[src/rtl/system_config_pkg.sv]
// Shared JPEG pipeline system types: controller states, configuration word,
// fault classes and the controller counter width.
package system_config;

    typedef enum logic [2:0] {
        IDLE     = 3'd0,
        INIT     = 3'd1,
        ACTIVE   = 3'd2,
        ERROR    = 3'd3,
        SHUTDOWN = 3'd4
    } system_state_t;

    typedef enum logic [1:0] {
        NO_ERROR      = 2'd0,
        PARITY_ERROR  = 2'd1,
        TIMEOUT_ERROR = 2'd2,
        FATAL_ERROR   = 2'd3
    } error_type_t;

    // "priority" is a reserved word, hence the prio field name.
    typedef struct packed {
        logic       enable;
        logic [3:0] mode;
        logic [7:0] prio;
        logic       interrupt_mask;
    } sys_config_t;

    function automatic int ctrl_cnt_w(input int init_cycles, input int timeout_cycles);
        return $clog2(init_cycles > timeout_cycles ? init_cycles : timeout_cycles);
    endfunction

    localparam int CTRL_CNT_W = ctrl_cnt_w(16, 1024);

    typedef struct packed {
        system_state_t state;
        error_type_t   err_type;
        logic          dp_enable;
    } ctrl_status_t;

endpackage

[src/rtl/jpeg_sys_watchdog.sv]
// Loadable, clearable, saturating up-counter with an expiry flag against a
// run-time limit; shared between the INIT timeout and the ACTIVE watchdog.
module jpeg_sys_watchdog #(
    parameter int W = 4
) (
    input  logic         clk,
    input  logic         rst_n,
    input  logic         clr,
    input  logic         load,
    input  logic [W-1:0] load_val,
    input  logic         inc,
    input  logic [W-1:0] limit,
    output logic         expired
);

    logic [W-1:0] count;

    always_ff @(posedge clk or negedge rst_n) begin
        if (!rst_n) begin
            count <= '0;
        end else if (clr) begin
            count <= '0;
        end else if (load) begin
            count <= load_val;
        end else if (inc && (count != '1)) begin
            count <= count + W'(1);
        end
    end

    assign expired = (count >= limit);

endmodule

[src/rtl/jpeg_sys_ctrl.sv]
// JPEG pipeline system controller: latches configuration, sequences the
// datapath, runs init timeout / activity watchdog and classifies faults.
//
// state    | meaning
// IDLE     | configurable, waiting for start with enable set
// INIT     | datapath initialising, bounded by INIT_CYCLES
// ACTIVE   | datapath enabled, watchdog fed by dp_beat
// ERROR    | fault latched in err_type; FATAL exits only via stop or reset
// SHUTDOWN | datapath disabled, draining until dp_busy drops
module jpeg_sys_ctrl
    import system_config::*;
#(
    parameter int INIT_CYCLES    = 16,
    parameter int TIMEOUT_CYCLES = 1024
) (
    input  logic                          clk,
    input  logic                          rst_n,
    input  logic                          cfg_valid,
    output logic                          cfg_ready,
    input  logic [$bits(sys_config_t)-1:0] cfg,
    input  logic                          start,
    input  logic                          stop,
    input  logic                          init_done,
    input  logic                          dp_beat,
    input  logic                          dp_busy,
    input  logic                          parity_err,
    input  logic                          fatal_err,
    input  logic                          err_clear,
    output logic [2:0]                    state,
    output logic                          dp_enable,
    output logic [3:0]                    dp_mode,
    output logic [7:0]                    dp_priority,
    output logic [1:0]                    err_type,
    output logic                          irq,
    output logic                          shutdown_ack
);

    localparam int CNT_W = ctrl_cnt_w(INIT_CYCLES, TIMEOUT_CYCLES);

    system_state_t state_q, state_d;
    error_type_t   err_q, err_d;
    sys_config_t   cfg_in, cfg_q, cfg_eff;
    logic          dp_enable_d, irq_d, ack_d;
    logic [3:0]    mode_d;
    logic [7:0]    prio_d;
    logic          wd_clr, wd_inc, wd_expired;
    logic [CNT_W-1:0] wd_limit;

    assign cfg_in  = sys_config_t'(cfg);
    // A start in the same cycle as a handshake sees the new word.
    assign cfg_eff = (state_q == IDLE && cfg_valid) ? cfg_in : cfg_q;

    assign wd_limit = (state_q == INIT) ? CNT_W'(INIT_CYCLES - 1) : CNT_W'(TIMEOUT_CYCLES - 1);
    assign wd_inc   = (state_q == INIT) || (state_q == ACTIVE);
    assign wd_clr   = (state_d != state_q) || (state_q == ACTIVE && dp_beat);

    jpeg_sys_watchdog #(.W(CNT_W)) u_watchdog (
        .clk      (clk),
        .rst_n    (rst_n),
        .clr      (wd_clr),
        .load     (1'b0),
        .load_val ('0),
        .inc      (wd_inc),
        .limit    (wd_limit),
        .expired  (wd_expired)
    );

    always_ff @(posedge clk or negedge rst_n) begin
        if (!rst_n) begin
            state_q <= IDLE;
        end else begin
            state_q <= state_d;
        end
    end

    always_comb begin
        state_d = state_q;
        case (state_q)
            IDLE: begin
                if (fatal_err)                   state_d = ERROR;
                else if (start && cfg_eff.enable) state_d = INIT;
            end
            INIT: begin
                if (fatal_err)       state_d = ERROR;
                else if (init_done)  state_d = ACTIVE;
                else if (wd_expired) state_d = ERROR;
            end
            ACTIVE: begin
                if (fatal_err || parity_err || wd_expired) state_d = ERROR;
                else if (stop)                             state_d = SHUTDOWN;
            end
            ERROR: begin
                if (err_q == FATAL_ERROR) begin
                    if (stop) state_d = SHUTDOWN;
                end else if (err_clear) begin
                    state_d = IDLE;
                end
            end
            SHUTDOWN: begin
                if (!dp_busy) state_d = IDLE;
            end
            default: state_d = IDLE;
        endcase
    end

    always_comb begin
        err_d       = err_q;
        irq_d       = 1'b0;
        mode_d      = dp_mode;
        prio_d      = dp_priority;
        dp_enable_d = (state_d == ACTIVE);
        ack_d       = (state_q == SHUTDOWN) && (state_d == IDLE);
        if (state_q != ERROR && state_d == ERROR) begin
            irq_d = !cfg_eff.interrupt_mask;
            if (fatal_err)                              err_d = FATAL_ERROR;
            else if (state_q == ACTIVE && parity_err)   err_d = PARITY_ERROR;
            else                                        err_d = TIMEOUT_ERROR;
        end else if (state_q == ERROR && state_d == IDLE) begin
            err_d = NO_ERROR;
        end
        if (state_q == IDLE && state_d == INIT) begin
            mode_d = cfg_eff.mode;
            prio_d = cfg_eff.prio;
        end
    end

    always_ff @(posedge clk or negedge rst_n) begin
        if (!rst_n) begin
            cfg_q        <= '0;
            err_q        <= NO_ERROR;
            dp_enable    <= 1'b0;
            dp_mode      <= '0;
            dp_priority  <= '0;
            irq          <= 1'b0;
            shutdown_ack <= 1'b0;
        end else begin
            if (state_q == IDLE && cfg_valid) cfg_q <= cfg_in;
            err_q        <= err_d;
            dp_enable    <= dp_enable_d;
            dp_mode      <= mode_d;
            dp_priority  <= prio_d;
            irq          <= irq_d;
            shutdown_ack <= ack_d;
        end
    end

    assign cfg_ready = (state_q == IDLE);
    assign state     = state_q;
    assign err_type  = err_q;

endmodule

[config.mk]
export PLATFORM = sky130hd
export DESIGN_NAME = jpeg_sys_ctrl
export DESIGN_NICKNAME = d
export VERILOG_FILES = /design/src/rtl/system_config_pkg.sv /design/src/rtl/jpeg_sys_watchdog.sv /design/src/rtl/jpeg_sys_ctrl.sv
export SDC_FILE = /design/constraint.sdc
export NUM_CORES = 1
export LEC_CHECK = 0
export ABC_AREA = 1
export CAP_MARGIN = 20
export CORE_MARGIN = 2
export CORE_UTILIZATION = 48
export CTS_CLUSTER_DIAMETER = 80
export CTS_CLUSTER_SIZE = 28
export DETAILED_ROUTE_END_ITERATION = 6
export PLACE_DENSITY = 0.76
export SLEW_MARGIN = 10
export SYNTH_ARGS = -nofsm -noshare
export SYNTH_HDL_FRONTEND = slang
export SYNTH_HIERARCHICAL = 1
export SYNTH_SLANG_ARGS = --single-unit
[constraint.sdc]
create_clock -name clk -period 3 [get_ports clk]
set_input_delay 0.6 -clock clk [delete_from_list [all_inputs] [get_ports clk]]
set_output_delay 0.6 -clock clk [all_outputs]
set_load 0.02 [all_outputs]
# ---- Yosys cells after proc, flatten, opt, wreduce, memory -nomap -nowiden
# Index checks and enable logic that the tools add are counted.
dict set report totals {
  in_bits 25
  reg_bits 44
  out_inout_bits 21
  word_cells 63
}
dict set report classes {
  n_mux 20
  order_cmp 1
  n_addsub 1
  eq_ne 11
  reduce_logical 18
}
# operator count
set op_table {}
lappend op_table {{$mux W10} 3}
lappend op_table {{$mux W3} 10}
lappend op_table {{$pmux W3 S5} 1}
lappend op_table {{$mux W14} 1}
lappend op_table {{$eq A3 B2 Y1 const B} 4}
lappend op_table {{$add A10 B1 Y10 const B} 1}
lappend op_table {{$ge A10 B10 Y1} 1}
lappend op_table {{$ne A10 B10 Y1 const B} 1}
lappend op_table {{$logic_and A1 B1 Y1} 9}
lappend op_table {{$mux W2} 4}
lappend op_table {{$eq A3 B1 Y1 const B} 2}
lappend op_table {{$logic_not A3 Y1} 2}
lappend op_table {{$logic_or A1 B1 Y1} 4}
lappend op_table {{$reduce_bool A2 Y1} 2}
lappend op_table {{$eq A3 B3 Y1 const B} 1}
lappend op_table {{$ne A3 B2 Y1 const B} 1}
lappend op_table {{$ne A3 B3 Y1} 1}
lappend op_table {{$eq A2 B2 Y1 const B} 1}
lappend op_table {{$logic_not A1 Y1} 1}
lappend op_table {{$mux W1} 1}

# ---- Longest topological paths before layout
# Gate-level depths: netlist of run 1.
dict set report depth {
  depth_word 11
  ltp_mapped 22
  mapped_depth_nobuf 22
}

# ---- By module
# The synthesis of run 1 kept the hierarchy.
# mod area_each_um2 cells_each n_inst
set by_module_without_submodules {}
lappend by_module_without_submodules {jpeg_sys_ctrl 1627.8 191 1}
lappend by_module_without_submodules {jpeg_sys_watchdog 1013.5 152 1}

# ---- Worst setup path after synthesis of run 1
# No wires, ideal clock.
dict set report synth_timing {
  kind {register -> register}
  start {register state_q[2] (netlist: state[2])}
  end {register u_watchdog.count[1]}
  arrival_ns 2.940
  stages_incl_launch_ff 17
  setup_slack_ns -0.023
  setup_ns 0.083
  cell_sequence {dfrtp_1 -> buf_2 -> nor3_1 -> inv_1 -> inv_1 -> ha_1 -> a21oi_1 -> o21a_1 -> o2111ai_1 -> o31ai_1 -> nand3_2 -> nor2_4 -> o221ai_1 -> nor2_1 -> buf_2 -> nand3_1 -> o21ai_0}
}
dict set report synth_between {
  elab_chain_len 10
}
# item line_no
set synth_lines {}
lappend synth_lines {{from (decl)} jpeg_sys_ctrl.sv:40} ;# system_state_t state_q, state_d;
lappend synth_lines {{from (signal assigned)} jpeg_sys_ctrl.sv:72} ;# state_q <= state_d;
lappend synth_lines {{$eq A3 B1 Y1 (*)} jpeg_sys_ctrl.sv:53} ;# assign wd_limit = (state_q == INIT) ? CNT_W'(INIT_CYCLES - 1) : CNT_W'(TIMEOUT_CYCLES - 1);
lappend synth_lines {{$mux W10 (*)} jpeg_sys_ctrl.sv:53}
lappend synth_lines {{named net wd_limit[4]} jpeg_sys_ctrl.sv:47} ;# logic [CNT_W-1:0] wd_limit;
lappend synth_lines {{$ge A10 B10 Y1 (*)} jpeg_sys_watchdog.sv:30} ;# assign expired = (count >= limit);
lappend synth_lines {{named net wd_expired} jpeg_sys_ctrl.sv:46} ;# logic wd_clr, wd_inc, wd_expired;
lappend synth_lines {{$mux W3} jpeg_sys_ctrl.sv:86} ;# else if (wd_expired) state_d = ERROR;
lappend synth_lines {{$mux W3} jpeg_sys_ctrl.sv:85} ;# else if (init_done) state_d = ACTIVE;
lappend synth_lines {{$mux W3} jpeg_sys_ctrl.sv:84} ;# if (fatal_err) state_d = ERROR;
lappend synth_lines {{$pmux W3 S5 (*)} jpeg_sys_ctrl.sv:78} ;# case (state_q)
lappend synth_lines {{$ne A3 B3 Y1 (*)} jpeg_sys_ctrl.sv:55} ;# assign wd_clr = (state_d != state_q) || (state_q == ACTIVE && dp_beat);
lappend synth_lines {{$logic_or A1 B1 Y1 (*)} jpeg_sys_ctrl.sv:55}
lappend synth_lines {{named net wd_clr} jpeg_sys_ctrl.sv:46}
lappend synth_lines {{$mux W10 / $reduce_bool A2 Y1 (equally long branches)} n/a}
lappend synth_lines {{to (signal assigned)} jpeg_sys_watchdog.sv:24} ;# count <= load_val;
lappend synth_lines {{to (signal assigned)} jpeg_sys_watchdog.sv:26} ;# count <= count + W'(1);
lappend synth_lines {{to (decl)} jpeg_sys_watchdog.sv:16} ;# logic [W-1:0] count;
# Mark *: on every way through the listed nets, which the timed path passes. The rest lies on a longest branch.
# A chain may end at the register's enable or synchronous reset.

# ---- Worst setup path in the final report of run 1
dict set report layout_timing {
  start {register state_q[0] (netlist: state[0])}
  end {register u_watchdog.count[9]}
}
# The elaborated chain is that of the path after synthesis.

==> summary.md, run 1 <==
| Metric | Value |
|---|---|
| Sequential area share after synthesis | a little over two fifths |
| Synth Instances | about 340 |
| Flops & latches, synth | 44 |
| First-pass GRT wire length | between 10000 and 15000 microns |
| Ratio of cells with drive above 1 in the final layout | 21.8% |
| Area of the multi-input gates | between 1500 and 2000 sq um |
| First-iteration detailed-routing DRC count | between 100 and 150 |
| Initial Util | 48.9% |
| Vias | approximately 2400 |
| Clock root buffer | clkbuf_8 |
| Total gr overflow | 0 |
| P_sw | 1.58 mW |
| Hold Crit Class | primary input to async pin |
| First-pass iteration count of the detailed router | 4 |
| Fill cell count | 455 |
| Final Hold Vio Count | 0 |
| Total negative slack | 0 ps |
| CTS sink count | between 40 and 50 |
| Clock Pin Slew Worst Setup and Hold Paths | around 90 ps |
| Die width | slightly below 80 microns |
| Final Cycle Share | between 90% and 100% |
| Cell area after synthesis | about 2600 sq um |
| Clock power frac | around 14% |
| Insertion delay to the later sink of the worst-skew pair | 300 ps |
| Worst Path Arrival | 3010 ps |
| Combinational share of power | between 50% and 60% |
| Slew Viols, Final | 0 |
| Worst endpoint required time | 3190 ps |
| Worst Tran Pin Value | between 900 and 1000 ps |
| GPL Wtd Cong | approximately 0.90 |
| H-Tree Depth | 2 |
| DRC | 0 |
| Fmax | approximately 350 MHz |
| Critical path start-end classification | flip-flop to flip-flop |
| DP HPWL | around 4300 microns |
| Commonest non-fill, non-tap cell in the layout | nand2_1 |
| Slew headroom | between 30% and 40% |
| Slowest-stage cell, CP | dfrtp_1 |
| Synth unique cells | between 40 and 50 |
| Die height | just under 80 microns |
| Die Footprint | 6110 sq um |
| Sequential share of power | 28.2% |
| Row cnt | 27 |
| Nets | ~450 |
| Syn-to-layout area delta | 33.6% |
| Worst VDD drop | roughly 0.00054 V |
| Diodes inserted | 0 |
| Crit path time final | roughly 2800 ps |
| Clk_skew | ~7 ps |
| DRT antenna net count | 0 |
| Number of global-route vias before repair | between 2000 and 2500 |
| Power per standard cell area | around 1000 nW/um^2 |
| FF/Latch Area | 1100 sq um |
| Sw Ratio | a little under half |
| Initial antenna violation count | 0 |
| Most frequent cells in the layout | 111 x nand2_1, 44 x dfrtp_1, 44 x clkdlybuf4s50_1 |
| Setup violations, final | 0 |
| Max-cap viol count | 0 |
| Crit path largest cell delay | ~370 ps |
| Number of CTS-inserted buffers | 5 |
| Status | finished clean |
| RSZ-0062 raised after global routing | true |
| Avg WL per Cell | about 12 microns |
| Startpoint types | flip-flop |
| CTS tree | done |
| Crit path max fanout | 7 |
| Leak Pwr | approximately 1.8 nW |
| Internal power | approximately 1.9 mW |
| Pwr Total | between 3 and 4 mW |
| Final wirelength | 6000 microns |
| Average size of a mapped cell | between 7 and 8 sq um |
| DR vias/cell | 4.93 |
| I/O pin total | 46 |
| Largest net degree at the start of global routing | between 40 and 50 |
| Crit path cell chain | inv_2 -> nor3_4 -> inv_2 -> inv_2 -> ha_4 -> a21oi_1 -> o21ai_0 -> nand2_1 -> o2111ai_2 -> nor2_1 -> nand2_1 -> nand2_2 -> nand3_2 -> a21oi_2 -> o221ai_2 -> nor2_2 -> nand2_2 -> nand2_4 -> inv_6 -> nand2_2 -> nand2_1 |
| CTS max path bufs | 2 |
| Ys Warns | 6 |
| All-layer global routing usage | between 20% and 30% |
| Port Buffers | 45 |
| Element type at the critical path end | flip-flop |
| Core Box Area | 5410 sq um |
cell type report:
cell class | count | share of cell area (%)
clock buffer | 5 | 1.95
clock inverter | 3 | 1.31
inverter | 37 | 4.22
multi-input combinational | 270 | 43.2
sequential | 44 | 31.2
tap | 72 | 2.55
timing repair buffer | 59 | 15.5
kinds of logic (layout without fill, tap and decap cells):
family	after synthesis	after routing	synth area share (%)
buffers and inverters	46	104	8.10
other	2	19	0.284
adders and majority gates	11	11	5.21
AOI/OAI and AO/OA	30	30	7.25
and+or+nand+nor	208	208	36.8
muxes	1	1	0.379
DFF	44	44	41.7
xor gates and xnor gates	1	1	0.332
stage by stage:
stage | instance area, sq um | hold WS [ps] | utilization [%] | cells | setup WS [ps]
floorplan | 2710 | 304 | - | 360 | 57.2
global placement | 3240 | 459 | 59.9 | 476 | 145
detailed placement | 3240 | 463 | 59.9 | 476 | 51.7
CTS | 3350 | 482 | 62.0 | 484 | 23.4
global route | 3530 | 503 | 65.3 | 490 | -80.6
finish | 3530 | 452 | 65.3 | 490 | 182
synth_stat cells, drive strengths merged:
cell type,instances,area (sq um)
clkbuf,2,7.51
a21oi,9,48.8
o2111ai,1,8.76
nor3,2,15.0
xnor2,1,8.76
o21ai,11,58.8
o21a,1,7.51
or2,1,6.26
o22ai,1,6.26
nand3,40,215
and2,1,6.26
o211ai,2,15.0
a21boi,1,7.51
o31ai,1,7.51
mux2i,1,10.0
nor2,24,136
buf,7,60.1
nand4,4,25.0
a21o,1,7.51
nor4,1,12.5
conb,2,7.51
o221ai,1,8.76
nand2,135,554
dfrtp,44,1100
ha,11,138
a2bb2oi,1,15.0
inv,37,146
power groups by stage:
stage,sequential [mW],clock [mW],combinational [mW]
2_1_floorplan,1.09,0,1.12
3_3_place_gp,0.968,0,1.72
3_5_place_dp,0.972,0,1.77
4_1_cts,0.960,0.477,1.78
5_1_grt,1.00,0.502,2.22
6_report,0.970,0.466,2.01
registers in the layout (all words and copies together) (netlist names):
signal,cells
cfg_q,14
dp_enable,1
dp_mode,4
dp_priority,8
err_type,2
irq,1
shutdown_ack,1
state,3
u_watchdog/count,10
repair_timing:
item / in CTS / in global routing
buffers inserted: 0 / 5
gates resized for setup: 0 / 32
hold buffers: 0 / 0
endpoints found under the setup margin: 0 / 26
metal layers:
layer	GRT usage, %	share of wire [%]
met5	0	0
met4	6.32	1.5
met3	3.56	3.6
met2	35.9	50
met1	27.0	45
worst max-delay path: cells and delay by family, from the launching register on:
kind,cells,cell delay (ps)
AND/OR/NAND/NOR,11,1180
AO/OA/AOI/OAI,5,640
flip-flops,1,370
buffers and inverters,4,310
adder cells (fa/ha/maj),1,200
final timing paths:
path                          start                   to  slack [ps]  depth (start not counted)
setup / recovery           state[0]  u_watchdog/count[9]         180                         21
hold / removal                rst_n            cfg_q[13]         450                          1
setup reg to reg           state[0]  u_watchdog/count[9]         180                         21
hold reg to reg            cfg_q[8]             cfg_q[8]         480                          2
max in group asynchronous     rst_n  u_watchdog/count[6]        1960                          1
min in group clk           cfg_q[8]             cfg_q[8]         480                          2
No activity file was read; power rests on OpenSTA's default activity.
==> inputs of run 2 (changes only) <==
ABC_AREA = not set   (was 1)
CORE_UTILIZATION = 47   (was 48)
GPL_TIMING_DRIVEN = 1   (was not set)
==> run 2 against run 1 <==
  * The flow now finishes with violations (setup timing)
  * Global-route usage rose by 0.64 points
  * Fmax fell by 21%
  * Sequential cell count did not move
  * Power rose by 13%
  * Final area rose by 0.99%
  * Largest power group unchanged
  * Worst hold slack got worse by 120 ps
  * Via count fell by 15%
  * Critical path depth fell by 5
  * Cell count fell by 21%
==> summary.md, run 2 <==
| Metric | Value |
|---|---|
| Clock power frac | 12.1% (-1.4 points) |
| Sequential share of power | 26.8% (-1.4 points) |
| CTS sink count | 44 (unchanged) |
| I/O pin total | 46 (unchanged) |
| DR vias/cell | 5.29 (+7.4%) |
| Die width | 77.0 microns (-1.5%) |
| Startpoint types | flip-flop |
| Worst VDD drop | 0.000526 V (-3.0%) |
| Failing checks | setup timing |
| Die Footprint | 5930 sq um (-3.0%) |
| Post-synthesis xor/xnor area fraction | 0.350% (+0.018 points) |
| Hold WS | 328 ps (-123 ps) |
| Initial Util | 48.7% (-0.16 points) |
| Slew headroom | 54.9% (+19 points) |
| Area contributors post-synth | dfrtp_1 44%, mux2_4 6.0%, ha_1 5.5% |
| Status | finished, violations left |
| Top cell type's share of synthesized area | 44.0% (+2.3 points) |
| Post-synth top area cell | dfrtp_1 |
| Slew Viols, Final | 0 (unchanged) |
| Fmax | 280 MHz (-21%) |
| Clock Pin Slew Worst Setup and Hold Paths | 90 ps (about the same) |
| DRC | 0 (unchanged) |
| Area share of fa/ha/maj cells after synthesis | 5.50% (+0.29 points) |
| All-layer global routing usage | 21.5% (+0.64 points) |
| DP HPWL | 4260 microns (about the same) |
| Cell area after synthesis | 2500 sq um (-5.2%) |
| Simple-gate share of the synthesized area | 14.5% (-22 points) |
| Ratio of cells with drive above 1 in the final layout | 33.5% (+12 points) |
| P_sw | 1.53 mW (-3.3%) |
| Top cells by count, synth | 44 x dfrtp_1, 16 x inv_1, 11 x ha_1 |
| Sequential area share after synthesis | 44.0% (+2.3 points) |
| Port Buffers | 45 (unchanged) |
| Final Cycle Share | 119% (+25 points) |
| CTS tree | done |
| Max FFs per register | 14 (unchanged) |
| Cts hold-fix bufs | 0 (unchanged) |
| Crit path max fanout | 7 (unchanged) |
| Worst endpoint required time | 3190 ps (about the same) |
| Worst R2R End | u_watchdog/count[7] |
| Die height | 77.0 microns (-1.5%) |
| Row cnt | 26 (-3.7%) |
| Synth unique cells | 61 (+45%) |
| Worst Path Arrival | 3760 ps (+750 ps) |
| Internal power | 2.37 mW (+27%) |
| Setup crit start | state[2] |
| R2R Setup Slk | -570 ps (-750 ps) |
| Syn-to-layout area delta | 42.3% |
| Average size of a mapped cell | 11.0 sq um (+43%) |
| Pwr Total | 3.89 mW (+13%) |
| RSZ-0062 raised after global routing | true |
| Combinational share of power | 61.1% (+2.8 points) |
| First-iteration detailed-routing DRC count | 96 (-13%) |
| Vias | 2059 (-15%) |
| Critical path start-end classification | flip-flop to flip-flop |
| Crit path time final | 3570 ps (+753 ps) |
| Post-synth EDFFs | 0 (unchanged) |
| Avg WL per Cell | 15.0 microns (+22%) |
| Design area | 3560 sq um (+0.99%) |
| H-Tree Depth | 2 (unchanged) |
| Core Box Area | 5140 sq um (-4.9%) |
| Finished Layout Cells | 389 (-21%) |
| Crit path to | u_watchdog/count[7] |
| Initial antenna violation count | 0 (unchanged) |
| Flops & latches, synth | 44 (unchanged) |
| First-pass GRT wire length | 10100 microns (-2.4%) |
| Worst R2R Start | state[2] |
| Leak Pwr | 1.65 nW (-7.9%) |
| Fraction of synthesized area in multiplexers | 14.0% (+14 points) |
| Hold Crit Class | primary input to async pin |
| GPL Wtd Cong | 0.885 (-1.2%) |
| Element type at the critical path end | flip-flop |
| Sw Ratio | 39.2% (-6.6 points) |
| DRT antenna net count | 0 (unchanged) |
| Clock root buffer | clkbuf_8 |
| PnR worst setup slack | -571 ps (-753 ps) |
| Largest regs | cfg_q: 14 flops, u_watchdog/count: 10 flops, dp_priority: 8 flops |
| Final wirelength | 5820 microns (-3.0%) |
| Clk_skew | 5.06 ps (-1.74 ps) |
| Total gr overflow | 0 (unchanged) |
| Ys async rst share | 100% (unchanged) |
| Ys Warns | 6 (unchanged) |
| Largest net degree at the start of global routing | 31 (-31%) |
| Commonest non-fill, non-tap cell in the layout | clkdlybuf4s50_1 |
| Post-DP Area | 3310 sq um (+2.2%) |
| Number of global-route vias before repair | 2061 (-10%) |
| Insertion delay to the later sink of the worst-skew pair | 300 ps (about the same) |
| Worst Tran Pin Value | 677 ps (-282 ps) |
| Max-cap viol count | 0 (unchanged) |
| Setup violations, final | 22 (+22) |
| Synth Instances | 227 (-34%) |
| Total placed cells including tap cells | 375 (-21%) |
| First-pass iteration count of the detailed router | 4 (unchanged) |
| Diodes inserted | 0 (unchanged) |
| Most numerous cell in the Yosys netlist | dfrtp_1 |
| Nets | 354 (-22%) |
| Power per standard cell area | 1090 nW/um^2 (+12%) |
| CTS max path bufs | 2 (unchanged) |
| Main combinational cell family by area after synthesis | compound AO/OA/AOI/OAI gates |
| Final Hold Vio Count | 0 (unchanged) |
| Number of CTS-inserted buffers | 5 (unchanged) |
| Most frequent cells in the layout | 44 x clkdlybuf4s50_1, 41 x dfrtp_1, 33 x buf_4 |
| Synth Area in Compound Gates | 15.8% (+8.5 points) |
| Synth Flop Type | dfrtp_1 |
| Worst reg2reg path depth | 16 (-24%) |
| Reg with most FFs | cfg_q |
[run 2: changes by cell type after synthesis, sizes merged, moves of 6 or more]
cell and change:
nand2 -126, nand3 -32, mux2 +27, inv -20, nor2 -13, a32oi +6
[run 2: critical path, stage by stage, from the launching register on]
cell,delay [ps]
dfrtp_2,430
nor2_4,130
nand2_4,80
inv_2,70
ha_4,200
a2111oi_4,310
o2bb2ai_1,150
a21oi_1,60
or2_2,330
a221oi_4,260
o21ai_2,120
buf_4,150
a221o_1,390
nor3_2,260
a41o_2,210
or2_4,200
o22ai_2,100
[run 2: worst min path at each step]
stage / startpoint / end / slack [ps] / depth (start not counted)
after global routing: rst_n / cfg_q[7] / 380 / 1
after detailed placement: cfg_q[12] / cfg_q[12] / 470 / 1
after global placement: cfg_q[12] / cfg_q[12] / 460 / 1
after floorplan: rst_n / cfg_q[0] / 300 / 0
after CTS: rst_n / err_type[0] / 360 / 1
final: rst_n / cfg_q[4] / 330 / 1
[run 2: final cells by class]
class,count,area (sq um)
clock buffer,5,68.8
clock inverter,3,46.3
timing repair buffer,81,736
tap,70,87.6
inverter,17,63.8
fill,401,1580
multi-input combinational,169,1460
sequential,44,1100
[run 2: per-stage QoR]
step                worst slack, ps  utilization [%]  setup TNS (ps)
global route                   -737             69.3           -9110
CTS                            -551             69.1           -6570
detailed placement             -622             64.4           -5680
global placement               -518             64.4           -4830
finish                         -571             69.3           -5800
floorplan                      -586                -           -5290
[run 2: layer usage]
metal  part of all wire, %  track usage (%)  wire length [microns]  up-vias
li1                      -                -                      -     1000
met1                    47             29.4                   2750      985
met2                    47             34.5                   2720       64
met3                   4.1             3.88                    237       10
met4                   1.9             7.32                    112        0
met5                     0                0                      0        -
[run 2: cells by family (layout without fill, tap and decap cells)]
| family | count (synthesis) | in the layout |
|---|---|---|
| and+or+nand+nor | 60 | 60 |
| AOI/OAI and AO/OA | 54 | 54 |
| DFF | 44 | 44 |
| muxes | 28 | 28 |
| buffers and inverters | 27 | 106 |
| adders and majority gates | 11 | 11 |
| other | 2 | 15 |
| xor gates and xnor gates | 1 | 1 |
[run 2: timing repair]
action | 4_1_cts | 5_1_grt
setup endpoints to repair | 12 | 27
setup buffers | 9 | 3
endpoints found under the hold margin | 0 | 0
resized for setup | 22 | 10
pin swaps | 20 | 7
[run 2: power by group through the flow]
stage | sequential [mW] | clock, mW | combinational [mW]
5_1_grt | 1.08 | 0.512 | 2.57
3_3_place_gp | 1.04 | 0 | 2.04
6_report | 1.04 | 0.471 | 2.38
2_1_floorplan | 1.20 | 0 | 1.16
3_5_place_dp | 1.05 | 0 | 2.10
4_1_cts | 1.05 | 0.480 | 2.35
